## src/rtl/led_stretch_pkg.sv

```systemverilog
// Shared types and helpers for the LED pulse stretcher.
// Holds the per-channel state encoding and the counter-width calculation
// so the top and the channel agree on both.
package led_stretch_pkg;

  typedef enum logic [1:0] {
    ST_IDLE,
    ST_ON,
    ST_GAP
  } stretch_state_t;

  // Smallest width that can hold the larger of the two reload values without wrapping.
  function automatic int cnt_width(input int hold_cycles, input int gap_cycles);
    int max_cycles;
    max_cycles = (hold_cycles > gap_cycles) ? hold_cycles : gap_cycles;
    return (max_cycles < 1) ? 1 : $clog2(max_cycles + 1);
  endfunction

endpackage

```

## src/rtl/led_stretch_channel.sv

```systemverilog
// One LED stretcher channel.
// A rising edge on event_in lights the LED for HOLD_CYCLES and then forces a GAP_CYCLES
// dark interval. One further event arriving meanwhile is remembered and replayed once
// the gap ends. Any event beyond that is reported on drop.
module led_stretch_channel
  import led_stretch_pkg::*;
#(
  parameter int HOLD_CYCLES = 5000000,
  parameter int GAP_CYCLES  = 2500000
) (
  input  logic clock_in,
  input  logic reset_in,
  input  logic event_in,
  output logic led_on,
  output logic busy,
  output logic drop
);

  localparam int CW = cnt_width(HOLD_CYCLES, GAP_CYCLES);
  localparam logic [CW-1:0] HOLD_LOAD = CW'(HOLD_CYCLES - 1);
  localparam logic [CW-1:0] GAP_LOAD  = CW'((GAP_CYCLES > 0) ? GAP_CYCLES - 1 : 0);

  stretch_state_t  state;
  logic [CW-1:0]   cnt;
  logic            pending;
  logic            prev_event;
  logic            edge_seen;
  logic            exit_now;
  logic            take_next;

  // Edge detect and end-of-pulse decision.
  // A zero-length gap makes the last ON cycle the exit point.
  always_comb begin
    edge_seen = event_in & ~prev_event;
    exit_now  = 1'b0;
    if (state == ST_GAP && cnt == '0) begin
      exit_now = 1'b1;
    end else if (state == ST_ON && cnt == '0 && GAP_CYCLES == 0) begin
      exit_now = 1'b1;
    end
    take_next = pending | edge_seen;
  end

  // Channel FSM. The LED, busy and drop outputs are registered alongside the state.
  always_ff @(posedge clock_in or posedge reset_in) begin
    if (reset_in) begin
      state      <= ST_IDLE;
      cnt        <= '0;
      pending    <= 1'b0;
      prev_event <= 1'b0;
      led_on     <= 1'b0;
      busy       <= 1'b0;
      drop       <= 1'b0;
    end else begin
      prev_event <= event_in;
      drop       <= (state != ST_IDLE) && edge_seen && pending;
      if (state == ST_IDLE) begin
        if (edge_seen) begin
          state  <= ST_ON;
          cnt    <= HOLD_LOAD;
          led_on <= 1'b1;
          busy   <= 1'b1;
        end
      end else if (exit_now) begin
        pending <= 1'b0;
        if (take_next) begin
          state  <= ST_ON;
          cnt    <= HOLD_LOAD;
          led_on <= 1'b1;
          busy   <= 1'b1;
        end else begin
          state  <= ST_IDLE;
          cnt    <= '0;
          led_on <= 1'b0;
          busy   <= 1'b0;
        end
      end else begin
        if (edge_seen) begin
          pending <= 1'b1;
        end
        if (cnt != '0) begin
          cnt <= cnt - CW'(1);
        end else begin
          state  <= ST_GAP;
          cnt    <= GAP_LOAD;
          led_on <= 1'b0;
        end
      end
    end
  end

endmodule

```

## src/rtl/led_pulse_stretcher.sv

```systemverilog
// Turns fast order-book status strobes into human-visible LED blinks, one channel per event type.
// Optional feature macro: LED_DIM_PWM_EN.
// When defined, a shared free-running PWM counter dims every LED.
// busy_out and drop_out are not dimmed.
module led_pulse_stretcher
  import led_stretch_pkg::*;
#(
  parameter int NUM_CH      = 8,
  parameter int HOLD_CYCLES = 5000000,
  parameter int GAP_CYCLES  = 2500000,
  parameter int PWM_BITS    = 4,
  parameter int DIM_DUTY    = 4
) (
  input  logic              clock_in,
  input  logic              reset_in,
  input  logic [NUM_CH-1:0] event_in,
  output logic [NUM_CH-1:0] led_out,
  output logic [NUM_CH-1:0] busy_out,
  output logic [NUM_CH-1:0] drop_out
);

  logic [NUM_CH-1:0] on_vec;

  for (genvar i = 0; i < NUM_CH; i++) begin : g_ch
    led_stretch_channel #(
      .HOLD_CYCLES(HOLD_CYCLES),
      .GAP_CYCLES (GAP_CYCLES)
    ) u_channel (
      .clock_in(clock_in),
      .reset_in(reset_in),
      .event_in(event_in[i]),
      .led_on  (on_vec[i]),
      .busy    (busy_out[i]),
      .drop    (drop_out[i])
    );
  end

`ifdef LED_DIM_PWM_EN
  logic [PWM_BITS-1:0] pwm_cnt;
  logic                pwm_gate;

  // Free-running dimming counter shared by all channels.
  always_ff @(posedge clock_in or posedge reset_in) begin
    if (reset_in) begin
      pwm_cnt <= '0;
    end else begin
      pwm_cnt <= pwm_cnt + PWM_BITS'(1);
    end
  end

  // The comparison is one bit wider so that a full-duty setting stays always-on.
  always_comb begin
    pwm_gate = ({1'b0, pwm_cnt} < (PWM_BITS + 1)'(DIM_DUTY));
    led_out  = on_vec & {NUM_CH{pwm_gate}};
  end
`else
  assign led_out = on_vec;
`endif

endmodule

```

## config.mk

```make
export PLATFORM = sky130hd
export DESIGN_NAME = led_pulse_stretcher
export DESIGN_NICKNAME = d
export VERILOG_FILES = /design/src/rtl/led_stretch_pkg.sv /design/src/rtl/led_stretch_channel.sv /design/src/rtl/led_pulse_stretcher.sv
export SDC_FILE = /design/constraint.sdc
export NUM_CORES = 1
export LEC_CHECK = 0
export BUFFER_PORTS_ARGS = -buffer_cell sky130_fd_sc_hd__buf_2
export CORE_MARGIN = 5
export CORE_UTILIZATION = 35
export DETAILED_ROUTE_END_ITERATION = 10
export PLACE_DENSITY = 0.48
export REMOVE_ABC_BUFFERS = 1
export SLEW_MARGIN = 20
export SYNTH_ARGS = -nofsm -noshare
export SYNTH_HDL_FRONTEND = slang
export SYNTH_SLANG_ARGS = --single-unit
```

## constraint.sdc

```tcl
create_clock -name clock_in -period 7.4 [get_ports clock_in]
set_input_delay 0.74 -clock clock_in [delete_from_list [all_inputs] [get_ports clock_in]]
set_output_delay 0.74 -clock clock_in [all_outputs]
set_load 0.05 [all_outputs]
```

# == Word-level counts from Yosys, hierarchy flattened ==
# Cells that the tools add are included.
# totals
romBits,0
out_inout_bits,24
register_bits,240
memories,0
latch_bits,0
wordCells,368
ram_bits,0
# op_classes
n_mul,0
shifts,0
n_addsub,8
bitwise_logic,32
n_reduce_logical,96
n_eq_ne,24
muxes,152
div_mod_pow,0
magnitude_cmp,0
# op_table
operator,n
$mux W23,40
$logic_not A23 Y1,8
$reduce_bool A23 Y1,8
$sub A23 B1 Y23 const B,8
$mux W1,80
$mux W2,32
$reduce_and A2 Y1,24
$reduce_bool A2 Y1,24
$logic_and A1 B1 Y1,24
$ne A3 B1 Y1 const B,8
$eq A2 B2 Y1 const B,8
$logic_not A2 Y1,8
$ne A2 B1 Y1 const B,8
$not A1 Y1,16
$and A1 B1 Y1,8
$or A1 B1 Y1,8

# == Logic depth before layout (Yosys ltp) ==
# logic_depth
depth_word,6
mapped_depth,9

# == By module ==
# A second synthesis with hierarchy kept.
# hier_totals
hier_cells,1464
hier_area_um2,13779.5
# modules_own_cells
module,area_each_um2,instances,cells_each
led_stretch_channel (g_ch[0].u_channel ...),1697.9,4,183
led_stretch_channel (g_ch[4].u_channel ...),1761.7,3,183
led_stretch_channel (g_ch[7].u_channel),1702.9,1,183

# == Least setup slack after synthesis ==
# No wires, ideal clock.
# synth_path
kind,register to register
startpoint,reg g_ch[0].u_channel.cnt[5]
endpoint,reg g_ch[0].u_channel.busy
arrival_time_ps,2530
t_required_ps,7266
stages_incl_launch_ff,8
path_buffers,1
setup_time_ps,134
setup_slack_ps,4736
synth_period_minus_slack_ps,2664
cell_sequence,dfrtp_1 > buf_6 > or4_4 > or4_4 > or3_4 > or4_1 > o21ai_1 > a21oi_1
# synth_between
elab_chain_len,5
# synth_lines
item,line,text
"start, declared",led_stretch_channel.sv:24,logic [CW-1:0] cnt;
"start signal, assigned",led_stretch_channel.sv:82,cnt <= cnt - CW'(1);
$logic_not A23 Y1,led_stretch_channel.sv:36,if (state == ST_GAP && cnt == '0) begin
$logic_and A1 B1 Y1,led_stretch_channel.sv:36,
$mux W1,led_stretch_channel.sv:36,
$reduce_bool A2 Y1 (no line),-,
$reduce_and A2 Y1 (no line),-,
"end signal, assigned",led_stretch_channel.sv:52,busy <= 1'b0;
"end signal, assigned",led_stretch_channel.sv:62,busy <= 1'b1;
"end signal, assigned",led_stretch_channel.sv:70,busy <= 1'b1;
"end, declared",led_stretch_channel.sv:15,"output logic busy,"
# Every way passes these cells.
# A chain may end at the register's enable or synchronous reset.

# == Final worst setup path ==
# layout_path
startpoint,reg g_ch[5].u_channel.cnt[16]
endpoint,reg g_ch[5].u_channel.cnt[7]
# layout_between
elab_chain_len,5
word_cells_on_any_way,7
# layout_lines
item,line,text
"start, declared",led_stretch_channel.sv:24,
"start signal, assigned",led_stretch_channel.sv:82,
$logic_not A23 Y1,led_stretch_channel.sv:36,
$logic_and A1 B1 Y1,led_stretch_channel.sv:36,
$mux W1,led_stretch_channel.sv:36,
$mux W23 *,led_stretch_channel.sv:64,end else if (exit_now) begin
$mux W23 *,led_stretch_channel.sv:57,if (state == ST_IDLE) begin
# Mark *: on every way between the ends. The rest lies on a longest branch, timed or not.

==> flow_metrics.env <==
export IMPL_status="finished, final reports clean"
export IMPL_postCtsSetupBuffers=0
export IMPL_grt_pass1_wl_mm=57.7
export IMPL_wl_mm=34.3
export IMPL_hold_viol_final=0
export IMPL_drt_iter0_markers=664
export IMPL_grt_pass1_vias=11100
export IMPL_synth_largest_area_cell="dfrtp_1"
export IMPL_hp_class="in2reg"
export IMPL_cp_top_family="simple AND/OR/NAND/NOR gates"
export IMPL_cp_startpoint="g_ch[5].u_channel.cnt[16]"
export IMPL_chipWidth_um=205
export IMPL_synth_common_cells="232 x dfrtp_1, 202 x nor2_1, 169 x a21oi_1"
export IMPL_async_reset_ff_frac=1.00
export IMPL_diodes=0
export IMPL_crit_required_ps=7850
export IMPL_crit_path_cell_trace="or4_1, nor3_1, nand3_1, a21oi_1, o21ai_0, a21o_1"
export IMPL_grt_use_total=0.161
export IMPL_vias=11800
export IMPL_finalCritPeriodShare=0.458
export IMPL_cts_tree="done"
export IMPL_synth_fa_ha_area_frac=0.0150
export IMPL_p_per_area_nw_per_um2=276
export IMPL_dpl_hpwl_mm=23.1
export IMPL_ff_latch_area_um2=5810
export IMPL_grt_overflow=0
export IMPL_crit_path_max_fanout=14
export IMPL_dieArea_um2=42200
export IMPL_max_stage_delay_ps=750
export IMPL_final_nets=1620
export IMPL_timing_rr_end="g_ch[5].u_channel.cnt[7]"
export IMPL_synth_enable_flop_cells=0
export IMPL_synth_main_ff_cell="dfrtp_1"
export IMPL_netlist_area_um2=13400
export IMPL_start_kind="flip-flop"
export IMPL_netlist_cell_type_count=68
export IMPL_cts_hold_buffers_added=0
export IMPL_crit_buf_inv=0
export IMPL_crit_cells=6
export IMPL_dieHeight_um=205
export IMPL_multiInputGateArea_um2=7000
export IMPL_grt_setup_unrepaired="no"
export IMPL_io_pins=34
export IMPL_yosysTopAreaCellShare=0.434
export IMPL_slew_headroom=0.273
export IMPL_critPathSlowestCell="a21oi_1"
export IMPL_synth_compound_area_frac=0.218
export IMPL_grt_start_max_net_pins=113
export IMPL_drc=0
export IMPL_rrSetupSlack_ps=4010
export IMPL_final_util=0.399
export IMPL_tightestPinTransition_ps=1080
export IMPL_synth_seq_cells=232
export IMPL_ant_nets=0
export IMPL_p_leak_nw=5.77
export IMPL_worst_slack_ps=4010
export IMPL_reg2reg_depth=6
export IMPL_syn_to_final_growth_pct=12.5
export IMPL_tns_ps=0
export IMPL_finClkSkew_ps=10.5
export IMPL_synth_area_leaders="dfrtp_1 43%, a21oi_1 6.3%, nor2_1 5.7%, nor3_1 4.6%, nand2_1 4.5%"
export IMPL_start_util=0.355
export IMPL_cts_buffers=30
export IMPL_pre_cts_ws_ps=4160
export IMPL_coreArea_um2=37700
export IMPL_syn_area_per_cell_um2=8.33
export IMPL_row_count=71
export IMPL_yosys_area_share_simple=0.265
export IMPL_dp_cells=2073
export IMPL_antenna_found_initial=0
export IMPL_fmax_mhz=295
export IMPL_clk_pin_slew_worst_paths_ps=60
export IMPL_setup_viol=0
export IMPL_place_congestion=0.827
export IMPL_stdcell_area_um2=15000
export IMPL_final_cell_count_no_fill=2129
export IMPL_drv_cap=0
export IMPL_clk_latency_ps=560
export IMPL_synth_top_family_by_area="simple AND/OR/NAND/NOR gates"
export IMPL_vdd_ir_drop_max_mv=0.193
export IMPL_muxShareOfSynthArea=0.00150
export IMPL_drtPass1Iterations=6
export IMPL_critPathArrivalTime_ps=3840
export IMPL_r2r_start="g_ch[5].u_channel.cnt[16]"
export IMPL_worst_setup_path_end_kind="flip-flop"
export IMPL_n_fill_cell=3849
export IMPL_via_per_inst=5.52
export IMPL_placed_cell_area_um2=13900
export IMPL_cts_repair_resize_count=0
export IMPL_layout_drive_gt1_share=0.0810
export IMPL_synth_most_common_cell="dfrtp_1"
export IMPL_period_needed_ps=3390
export IMPL_root_buffer="clkbuf_16"
export IMPL_drv_slew=0
export IMPL_cts_path_max_buffers=3
export IMPL_htreeDepth=1
export IMPL_synthXorXnorAreaFrac=0.0216
export IMPL_syn_instance_count=1606
export IMPL_avgRoutedWirePerCell_um=16.1
export IMPL_crit_end="g_ch[5].u_channel.cnt[7]"
export IMPL_clock_sink_count=232
export IMPL_ys_warn_count=0
export IMPL_ys_seq_area_frac=0.434
export IMPL_criticalPathCategory="reg2reg"
export IMPL_port_buffers=33
-- cells in the final DEF, fill, tap and decap left out, drive strengths merged, types with 14 or more instances in the layout --
master	n
clkbuf	40
nor2	202
o31ai	14
or3	31
inv	38
nand2	161
ha	16
nand3	39
a31oi	21
xor2	16
nand2b	15
nor3	124
a21o	14
o21a	32
or4	19
dfrtp	232
nor4	42
xnor2	17
o22a	31
nor2b	15
o21ai	111
a21oi	169
buf	48
-- metal layers --
metal	share of wire	GRT usage	vias to the layer above	routed length, um
li1	-	-	5833	-
met1	0.49	0.227	5629	16600
met2	0.45	0.262	233	15600
met3	0.036	0.0227	60	1230
met4	0.024	0.0431	0	829
met5	0	0	-	0
-- worst reg2reg max path, stage by stage, from the launching register on --
cell and delay [ps]:
dfrtp_1 440, or4_1 630, nor3_1 430, nand3_1 610
a21oi_1 750, o21ai_0 210, a21o_1 200
-- stage by stage --
stage / total power [mW] / hold slack [ps]
after floorplan: 2.25 / 436
after global placement: 2.45 / 466
after detailed placement: 2.46 / 463
after CTS: 4.22 / 254
after global routing: 4.40 / 259
final: 4.15 / 295
-- final cells by class --
cell class                 instances  share of cell area
clock buffer                      40              0.0578
multi-input combinational       1245               0.465
inverter                          37             0.00973
clock inverter                    16              0.0207
timing repair buffer              48              0.0185
tap                              511              0.0425
sequential                       232               0.386
-- state kept, by name, indices dropped and copies added, names as in the netlist --
signal                     flops
g_ch.u_channel.cnt           184
g_ch.u_channel.state          11
g_ch.u_channel.busy            8
g_ch.u_channel.drop            8
g_ch.u_channel.pending         8
g_ch.u_channel.prev_event      8
g_ch.u_channel.led_on          5
-- worst min path at each step --
stage                                    startpoint                           end  slack, ps  depth (start not counted)
after floorplan           g_ch[1].u_channel.cnt[15]     g_ch[1].u_channel.cnt[15]        440                          1
after global placement    g_ch[1].u_channel.cnt[15]     g_ch[1].u_channel.cnt[15]        470                          1
after detailed placement  g_ch[1].u_channel.cnt[15]     g_ch[1].u_channel.cnt[15]        460                          1
after CTS                               event_in[4]  g_ch[4].u_channel.prev_event        250                          1
after global routing                    event_in[4]  g_ch[4].u_channel.prev_event        260                          1
final                                   event_in[4]  g_ch[4].u_channel.prev_event        300                          1
-- logic make-up after synthesis --
family | after synthesis
compound gates | 470
buf+inv | 129
flops | 232
mux | 2
fa+ha+maj | 16
xor+xnor | 33
simple gates | 724
-- power breakdown --
group | switching [mW] | total, mW | leakage, nW | internal, mW
combinational | 0.391 | 0.693 | 2.57 | 0.303
clock | 0.579 | 1.71 | 0.580 | 1.13
sequential | 0.266 | 1.74 | 2.62 | 1.48
total | 1.23 | 4.15 | 5.77 | 2.91
No activity file was read; power rests on OpenSTA's default activity.
